$ cat config.mk
export PLATFORM = sky130hd
export DESIGN_NAME = rr_onehot_arb
export DESIGN_NICKNAME = d
export VERILOG_FILES = /design/src/rtl/rr_onehot_arb.sv
export SDC_FILE = /design/constraint.sdc
export NUM_CORES = 1
export LEC_CHECK = 0
export ABC_CLOCK_PERIOD_IN_PS = 6400
export CAP_MARGIN = 25
export CORE_MARGIN = 1
export CORE_UTILIZATION = 40
export DETAILED_ROUTE_END_ITERATION = 6
export GPL_TIMING_DRIVEN = 0
export PLACE_DENSITY = 0.73
export REMOVE_ABC_BUFFERS = 1
export SYNTH_ARGS = -nofsm -noshare
export SYNTH_HDL_FRONTEND = slang
export SYNTH_SLANG_ARGS = --single-unit
$ cat constraint.sdc
create_clock -name clk -period 6.4 [get_ports clk]
set_clock_uncertainty 0.1 [all_clocks]
set_input_delay 1.28 -clock clk [delete_from_list [all_inputs] [get_ports clk]]
set_output_delay 1.28 -clock clk [all_outputs]
set_load 0.02 [all_outputs]
$ cat src/rtl/rr_onehot_arb.sv
// Round-robin arbiter with a registered one-hot grant held under a valid/ready hand-off.
// Define RR_ONEHOT_ARB_LOCK_EN to let lock=1 hold the current grant across transfers (bursts).
module rr_onehot_arb #(
    parameter int N_CH = 8
) (
    input  logic            clk,
    input  logic            rst,
    input  logic [N_CH-1:0] req,
    input  logic            lock,
    output logic [N_CH-1:0] gnt_onehot,
    output logic [7:0]      gnt_idx,
    output logic            gnt_valid,
    input  logic            gnt_ready,
    output logic            o_dbg_state
);
    localparam int IDX_W = (N_CH > 1) ? $clog2(N_CH) : 1;

    typedef enum logic {
        IDLE  = 1'b0,
        GRANT = 1'b1
    } state_t;

    state_t           r_state;
    state_t           w_state_nxt;
    logic [N_CH-1:0]  r_onehot;
    logic [N_CH-1:0]  w_onehot_nxt;
    logic [IDX_W-1:0] r_idx;
    logic [IDX_W-1:0] w_idx_nxt;
    logic [IDX_W-1:0] r_last;
    logic [IDX_W-1:0] w_last_nxt;
    logic [IDX_W-1:0] w_base;
    logic [IDX_W-1:0] w_pick;
    logic [N_CH-1:0]  w_pick_oh;
    logic             w_found;
    logic             w_xfer;
    logic             w_hold;

    // Handshake: a transfer happens on an edge where gnt_valid && gnt_ready; otherwise the grant is frozen.
    assign w_xfer = (r_state == GRANT) && gnt_ready;

`ifdef RR_ONEHOT_ARB_LOCK_EN
    assign w_hold = lock;
`else
    assign w_hold = lock & 1'b0;
`endif

    // On a transfer the search starts just past the channel being released; that channel comes last,
    // so it is re-granted only when nobody else is requesting.
    assign w_base = w_xfer ? r_idx : r_last;

    always_comb begin
        int c;
        w_found = 1'b0;
        w_pick  = '0;
        c       = 0;
        for (int k = 1; k <= N_CH; k++) begin
            c = int'(w_base) + k;
            if (c >= N_CH) begin
                c = c - N_CH;
            end
            if (!w_found && req[c[IDX_W-1:0]]) begin
                w_found = 1'b1;
                w_pick  = c[IDX_W-1:0];
            end
        end
    end

    always_comb begin
        w_pick_oh         = '0;
        w_pick_oh[w_pick] = 1'b1;
    end

    always_comb begin
        w_state_nxt  = r_state;
        w_onehot_nxt = r_onehot;
        w_idx_nxt    = r_idx;
        w_last_nxt   = r_last;
        case (r_state)
            IDLE: begin
                if (w_found) begin
                    w_state_nxt  = GRANT;
                    w_onehot_nxt = w_pick_oh;
                    w_idx_nxt    = w_pick;
                end
            end
            GRANT: begin
                if (w_xfer && !w_hold) begin
                    w_last_nxt = r_idx;
                    if (w_found) begin
                        w_onehot_nxt = w_pick_oh;
                        w_idx_nxt    = w_pick;
                    end else begin
                        w_state_nxt  = IDLE;
                        w_onehot_nxt = '0;
                        w_idx_nxt    = '0;
                    end
                end
            end
            default: begin
                w_state_nxt  = IDLE;
                w_onehot_nxt = '0;
                w_idx_nxt    = '0;
            end
        endcase
    end

    always_ff @(posedge clk) begin
        if (rst) begin
            r_state  <= IDLE;
            r_onehot <= '0;
            r_idx    <= '0;
            r_last   <= IDX_W'(N_CH - 1);
        end else begin
            r_state  <= w_state_nxt;
            r_onehot <= w_onehot_nxt;
            r_idx    <= w_idx_nxt;
            r_last   <= w_last_nxt;
        end
    end

    assign gnt_onehot  = r_onehot;
    assign gnt_idx     = 8'(r_idx);
    assign gnt_valid   = (r_state == GRANT);
    assign o_dbg_state = r_state;

endmodule

==> results of run 1 <==
## path summary, 6_finish.rpt
kind                       from             to  cells past startpoint
hold reg to reg   gnt_onehot[7]  gnt_onehot[7]                      1
setup reg to reg      gnt_valid  gnt_onehot[1]                     13
hold / removal    gnt_onehot[7]  gnt_onehot[7]                      1
setup / recovery      gnt_ready  gnt_onehot[1]                     14
## logic make-up (layout without fill, tap and decap cells)
kind of cell / after synthesis / count (layout) / share of synthesized area
AOI/OAI and AO/OA: 77 / 77 / 0.355
xor gates and xnor gates: 4 / 4 / 0.0206
adders and majority gates: 1 / 1 / 0.00737
buffers and inverters: 18 / 31 / 0.0693
DFF: 15 / 15 / 0.177
muxes: 7 / 7 / 0.0435
other: 1 / 5 / 0.00221
and+or+nand+nor: 89 / 89 / 0.325
## state kept, by name, indices dropped and copies added (netlist names)
register    flops
gnt_valid       1
gnt_onehot      8
r_last          3
r_idx           3
## power groups by stage
stage | Clock [mW] | Sequential [mW] | Combinational (mW)
floorplan | 0 | 0.145 | 0.224
global placement | 0 | 0.129 | 0.331
detailed placement | 0 | 0.129 | 0.334
CTS | 0.0787 | 0.127 | 0.336
global route | 0.0830 | 0.130 | 0.371
finish | 0.0783 | 0.127 | 0.339
## layout by cell type, fill, tap and decap left out, drive strengths merged, types with 2 or more instances in the layout
master | netlist | routed
and3 | 10 | 10
a21oi | 12 | 12
a32o | 6 | 6
nor2 | 13 | 13
clkbuf | 3 | 3
clkdlybuf4s50 | 0 | 23
nand3 | 18 | 18
o22ai | 3 | 3
a21bo | 3 | 3
nand2b | 2 | 2
conb | 1 | 5
a21boi | 6 | 6
o22a | 3 | 3
a211oi | 2 | 2
nor4 | 2 | 2
a21o | 4 | 4
a2111oi | 2 | 2
nand3b | 3 | 3
o211ai | 3 | 3
mux2i | 4 | 4
a211o | 3 | 3
and3b | 2 | 2
o21ai | 12 | 12
or3 | 6 | 6
inv | 4 | 4
nand2 | 13 | 13
nor2b | 3 | 3
xnor2 | 4 | 4
or2 | 3 | 3
a22o | 6 | 6
a31oi | 3 | 3
mux2 | 3 | 3
and2 | 6 | 6
nor3b | 4 | 4
a221oi | 2 | 2
dfxtp | 15 | 15
## final cells by class
type	instances	share of cell area
Multi-Input combinational cell	183	0.664
Sequential cell	15	0.154
Timing Repair Buffer	23	0.118
Tap cell	50	0.0321
Clock buffer	3	0.0212
Inverter	4	0.00771
Clock inverter	1	0.00257
## per-layer routing
metal | vias to the layer above | routed length (um) | GRT usage
met1 | 782 | 1950 | 0.255
met5 | - | 0 | 0
met4 | 0 | 57 | 0.0745
li1 | 851 | - | -
met3 | 7 | 246 | 0.0274
met2 | 63 | 1940 | 0.334
## stage by stage
stage          hold WS [ns]  worst slack, ns  utilization  std cells
6_report              0.378            0.916        0.484        279
5_1_grt               0.402            0.607        0.484        279
4_1_cts               0.382            0.947        0.484        279
3_5_place_dp          0.359            0.685        0.472        275
3_3_place_gp          0.362            0.747        0.472        275
2_1_floorplan         0.470             2.12            -        202
## worst max-delay path: stages
cell and delay (ns):
clkdlybuf4s50_1 0.86, a21boi_2 0.21, nor2_8 0.22, inv_1 0.14, ha_1 0.24, or3_1 0.45, a21boi_0 0.28, a22o_1 0.22
o21ai_2 0.11, or3_1 0.41, nand3b_1 0.17, a32oi_1 0.41, nor3b_1 0.37, a22o_1 0.19
==> impl_metrics.toml, run 1 <==
[route]
drt_iter0_markers = 112
routed_wl_mm = 4.19
num_vias = 1703
route.antenna.remaining_nets = 0
first_pass_iters = 4
vias_per_cell = 6.10
drc = 0
post_drt_wl_per_cell_um = 15.0

[sta]
maxSlewHeadroom = 0.498
worstMarginPinSlew_ns = 0.752
period_needed_ns = 5.48
fin_setup_tns_ns = 0
maxSlewViolCount = 0
timing.final.crit_share = 0.857
grt_setup_unrepaired = "false"
setup_viol = 0
report.final.hold_viol_count = 0
maximum_frequency_from_static_timing_analysis_mhz = 182

[hold_path]
hp-class = "reg -> reg"

[clocking]
clk_latency_ns = 0.26
clkSlewWorstSetupHoldPaths_ns = 0.06
ctsHoldBuffers = 0
clockRootBuffer = "clkbuf_8"
tritoncts_clock_tree = "built"
post_cts_resized = 0
h-tree-depth = 1
cts_max_path_buffers = 2
cts_num_sinks = 15
tritoncts.num_buffers = 3
cts_setup_buffers = 0

[finish]
nFillCells = 406
final_design_area_no_fill_um2 = 1950
final_net_count = 243
syn2layout_area_growth_pct = 14.8
layout-drive-gt1-share = 0.122
sequential_cell_area_um2 = 300
area_occupied_by_multi_input_gates_um2 = 1290
diodes = 0

[floorplanning]
standard_cell_rows = 23
die_height_um = 67.1
dieArea_um2 = 4510
die_x_um = 67.1
ios = 30
core_region_area_um2 = 4030
start_util = 0.421

[job]
max_cap_violations = 0

[synth]
synth_cells = 212
yosys.cell_types.count = 64
part_of_the_yosys_area_used_for_sequential_elements = 0.177
synth_common_cells = "nand3_1, dfxtp_1, nand2_1, nor2_1, o21ai_0"
synth_most_common_cell = "nand3_1"
synth_top_cell_by_area = "dfxtp_1"
yosys_warning_total = 0
synthArstFlopShare = 0
ys_top_cells_by_area = "dfxtp_1, nand3_1, a32o_1, buf_4, a22o_1"
number_of_flops_mapped_to_enable_cells_by_yosys = 0
yosys_most_used_dff = "dfxtp_1"
synth-seq-cells = 15
netlist_area_um2 = 1700
synth_top_area_share = 0.177
synth.avg_cell_area_um2 = 8.00

[placed_design]
place_congestion = 0.924
dp_hpwl_mm = 3.26
placed_cell_area_um2 = 1900
buffer_ports.inserted = 23

[global_route]
wire_length_of_the_first_global_routing_pass_mm = 6.84
grt_max_degree = 26
grt_pass1_vias = 1520
globalRouteTotalUtil = 0.199
globalRoute.totalOverflow = 0
grt_antenna_before_repair = 0

[power]
comb_power_share = 0.623
power.share.sequential = 0.234
post-layout-total-power_mw = 0.545
ir_drop_worst_case_vdd_uv = 184
internal_power_mw = 0.298
clockPowerShare = 0.144
leakage_nw = 0.720
power.net_switching_mw = 0.248
power_per_unit_of_standard_cell_area_nw_per_um2 = 280
power_switching_share = 0.454

[setup_path]
cp.required_ns = 6.50
critical_path_arrival_ns = 5.58
cp_class = "in -> reg"
kind_of_launch_point_of_the_worst_setup_path = "input pin"
reg2reg_slack_ns = 1.98
critical_path.endpoint_type = "flop"
critical_path_peak_fanout = 19

[outcome]
status = "complete, no violations"
Power figures use the tool's default switching activity.
==> run 2: changes to the inputs <==
ABC_AREA = 1   (was not set)
==> impl_metrics.toml, run 2 <==
[route]
routed_wl_mm = 4.00
post_drt_wl_per_cell_um = 10.7
drc = 0
drt_iter0_markers = 81
vias_per_cell = 5.06
first_pass_iters = 4
route.antenna.remaining_nets = 0
num_vias = 1892

[power]
comb_power_share = 0.676
power_switching_share = 0.515
power_per_unit_of_standard_cell_area_nw_per_um2 = 308
power.share.sequential = 0.203
clockPowerShare = 0.120
leakage_nw = 0.996
power.net_switching_mw = 0.329
internal_power_mw = 0.309
ir_drop_worst_case_vdd_uv = 123

[sta]
maximum_frequency_from_static_timing_analysis_mhz = 228
setup_viol = 0
hold_ws_ns = 0.366
report.final.hold_viol_count = 0
grt_setup_unrepaired = "false"
maxSlewViolCount = 0
timing.final.crit_share = 0.685
period_needed_ns = 4.39
fin_setup_tns_ns = 0

[synth]
synth_common_cells = "nand2_1, nand3_1, inv_1, nor2_1, nand2_2"
synth_top_cell_by_area = "nand2_1"
ys_top_cells_by_area = "nand2_1, dfxtp_1, nand3_1, nand2_2, inv_1"
synth_cells = 305
netlist_area_um2 = 1840
synthArstFlopShare = 0
synth.avg_cell_area_um2 = 6.04
yosys_most_used_dff = "dfxtp_1"
number_of_flops_mapped_to_enable_cells_by_yosys = 0
part_of_the_yosys_area_used_for_sequential_elements = 0.163
yosys_warning_total = 0
synth-seq-cells = 15
synth_most_common_cell = "nand2_1"
synth_top_area_share = 0.196
yosys.cell_types.count = 29

[setup_path]
r2r_cells = 18
cp_max_stage_delay_ns = 0.75
reg2reg_slack_ns = 3.17
critical_path_arrival_ns = 4.41
timing.critical_path.cells = "clkdlybuf4s50_1 > nand2_8 > nand2_1 > nand2_2 > ha_1 > inv_1 > nand3_1 > nand3_1 > nand2_2 > nor2_4 > nand4_2 > nor2_4 > nand3_2 > nand2_4 > inv_2 > nand3_2 > nor2_1 > nor2_1 > nor2_1"
cp_class = "in -> reg"
critical_path_peak_fanout = 15
r2r_start = "gnt_valid"
cpMostUsedCell = "nor2_1"
cpLargestDelayFamily = "simple AND/OR/NAND/NOR gates"
cp.required_ns = 6.42
kind_of_launch_point_of_the_worst_setup_path = "input pin"
cpMaxStageDelayCell = "clkdlybuf4s50_1"
worstPathBufferInverterCount = 3
critical_path.endpoint_type = "flop"
rr_endpoint = "gnt_onehot[3]"

[hold_path]
min_from = "gnt_onehot[5]"
hp-class = "reg -> reg"
hold_depth = 2
worstHoldEndpoint = "gnt_onehot[5]"

[placed_design]
buffer_ports.inserted = 23
place_inst = 370
place_congestion = 0.874
dp_hpwl_mm = 3.23

[clocking]
post_cts_resized = 0
tritoncts.num_buffers = 3
clockRootBuffer = "clkbuf_8"
h-tree-depth = 1
cts_num_sinks = 15
clk_latency_ns = 0.24
tritoncts_clock_tree = "built"
cts_max_path_buffers = 2
ctsHoldBuffers = 0
cts_setup_buffers = 0
clkSlewWorstSetupHoldPaths_ns = 0.06

[job]
max_cap_violations = 0

[finish]
layout.cells.most_common = "nand2_1"
final_net_count = 336
diodes = 0
final_cell_mix = "nand2_1, nand3_1, inv_1"
instances_no_fill = 374
fin_util = 0.472
number_of_flip_flops_in_the_largest_register = 8
layout-drive-gt1-share = 0.171
syn2layout_area_growth_pct = 12.4

[global_route]
grt_antenna_before_repair = 0
grt_max_degree = 20
wire_length_of_the_first_global_routing_pass_mm = 7.20
globalRoute.totalOverflow = 0
grt_pass1_vias = 1701
globalRouteTotalUtil = 0.177

[floorplanning]
dieArea_um2 = 4880
standard_cell_rows = 24
die_x_um = 69.9
die_height_um = 69.9
start_util = 0.420
ios = 30
core_region_area_um2 = 4380

[outcome]
status = "complete, no violations"
-- run 2: changes by cell type after synthesis, sizes merged, moves of 10 or more --
cell / before / now
nand2: 13 / 121
nand3: 18 / 64
inv: 4 / 32
nor2: 13 / 34
and3: 10 / 0
o21ai: 12 / 2
-- run 2: worst max-delay path by stage --
stage                   start             to  slack (ns)  depth (start not counted)
detailed placement  gnt_ready  gnt_onehot[3]        1.75                         19
CTS                 gnt_ready  gnt_onehot[7]        2.00                         19
finish              gnt_ready  gnt_onehot[3]        2.01                         19
floorplan           gnt_ready  gnt_onehot[2]        2.95                         18
global route        gnt_ready  gnt_onehot[2]        1.67                         19
global placement    gnt_ready  gnt_onehot[7]        1.80                         19
-- run 2: cells by family (layout without fill, tap and decap cells) --
group | after synthesis | in the layout | share of synthesized area
compound gates | 13 | 13 | 0.0496
fa+ha+maj | 1 | 1 | 0.00679
buf+inv | 47 | 60 | 0.139
flops | 15 | 15 | 0.163
other cells | 1 | 5 | 0.00204
simple gates | 228 | 228 | 0.639
-- run 2: stage by stage --
stage	area (um^2)	setup WS, ns	power, mW
2_1_floorplan	1730	2.95	0.456
5_1_grt	2070	1.67	0.699
6_report	2070	2.01	0.638
3_3_place_gp	2020	1.80	0.559
4_1_cts	2070	2.00	0.642
3_5_place_dp	2020	1.75	0.564
-- run 2: metal layers --
metal | up-vias | routed length (um) | GRT usage
li1 | 1002 | - | -
met1 | 836 | 1850 | 0.221
met2 | 50 | 1930 | 0.321
met3 | 4 | 181 | 0.0144
met4 | 0 | 30 | 0.0556
met5 | - | 0 | 0
-- run 2: cell type report --
class,count,area (um^2)
Tap cell,52,65.1
Clock buffer,4,45.0
Timing Repair Buffer,23,230
Fill cell,466,2310
Multi-Input combinational cell,247,1300
Inverter,33,129
Sequential cell,15,300
-- run 2: worst register-to-register path, cell delays in order (launching register included) --
cell and delay [ns]:
dfxtp_1 0.62, nand2_8 0.15, nand2_1 0.11, nand2_2 0.21, ha_1 0.46, inv_1 0.17
nand3_1 0.09, nand3_1 0.13, nand2_2 0.10, nor2_4 0.12, nand4_2 0.11, nor2_4 0.18
nand3_2 0.13, nand2_4 0.11, inv_2 0.05, nand3_2 0.10, nor2_1 0.06, nor2_1 0.08
nor2_1 0.04
-- run 2: power groups by stage --
stage | Combinational [mW] | Clock (mW) | Sequential (mW)
floorplan | 0.302 | 0 | 0.154
global placement | 0.426 | 0 | 0.132
detailed placement | 0.432 | 0 | 0.132
CTS | 0.433 | 0.0787 | 0.130
global route | 0.486 | 0.0801 | 0.133
finish | 0.432 | 0.0768 | 0.130
==> run 3: changes to the inputs <==
ABC_CLOCK_PERIOD_IN_PS = 4400   (was 6400)
clock period = 4.4 ns   (was 6.4 ns; I/O delays follow)
==> results of run 3 <==
The final DEF is identical to that of run 2. Status: complete, no violations.
Main changes from that run: setup slack after placement 1.75 ns -> 0.150 ns; setup slack after layout 2.01 ns -> 0.413 ns; register-to-register setup slack 3.17 ns -> 1.17 ns; total power 0.638 mW -> 0.928 mW; worst IR drop on VDD 123 uV -> 179 uV
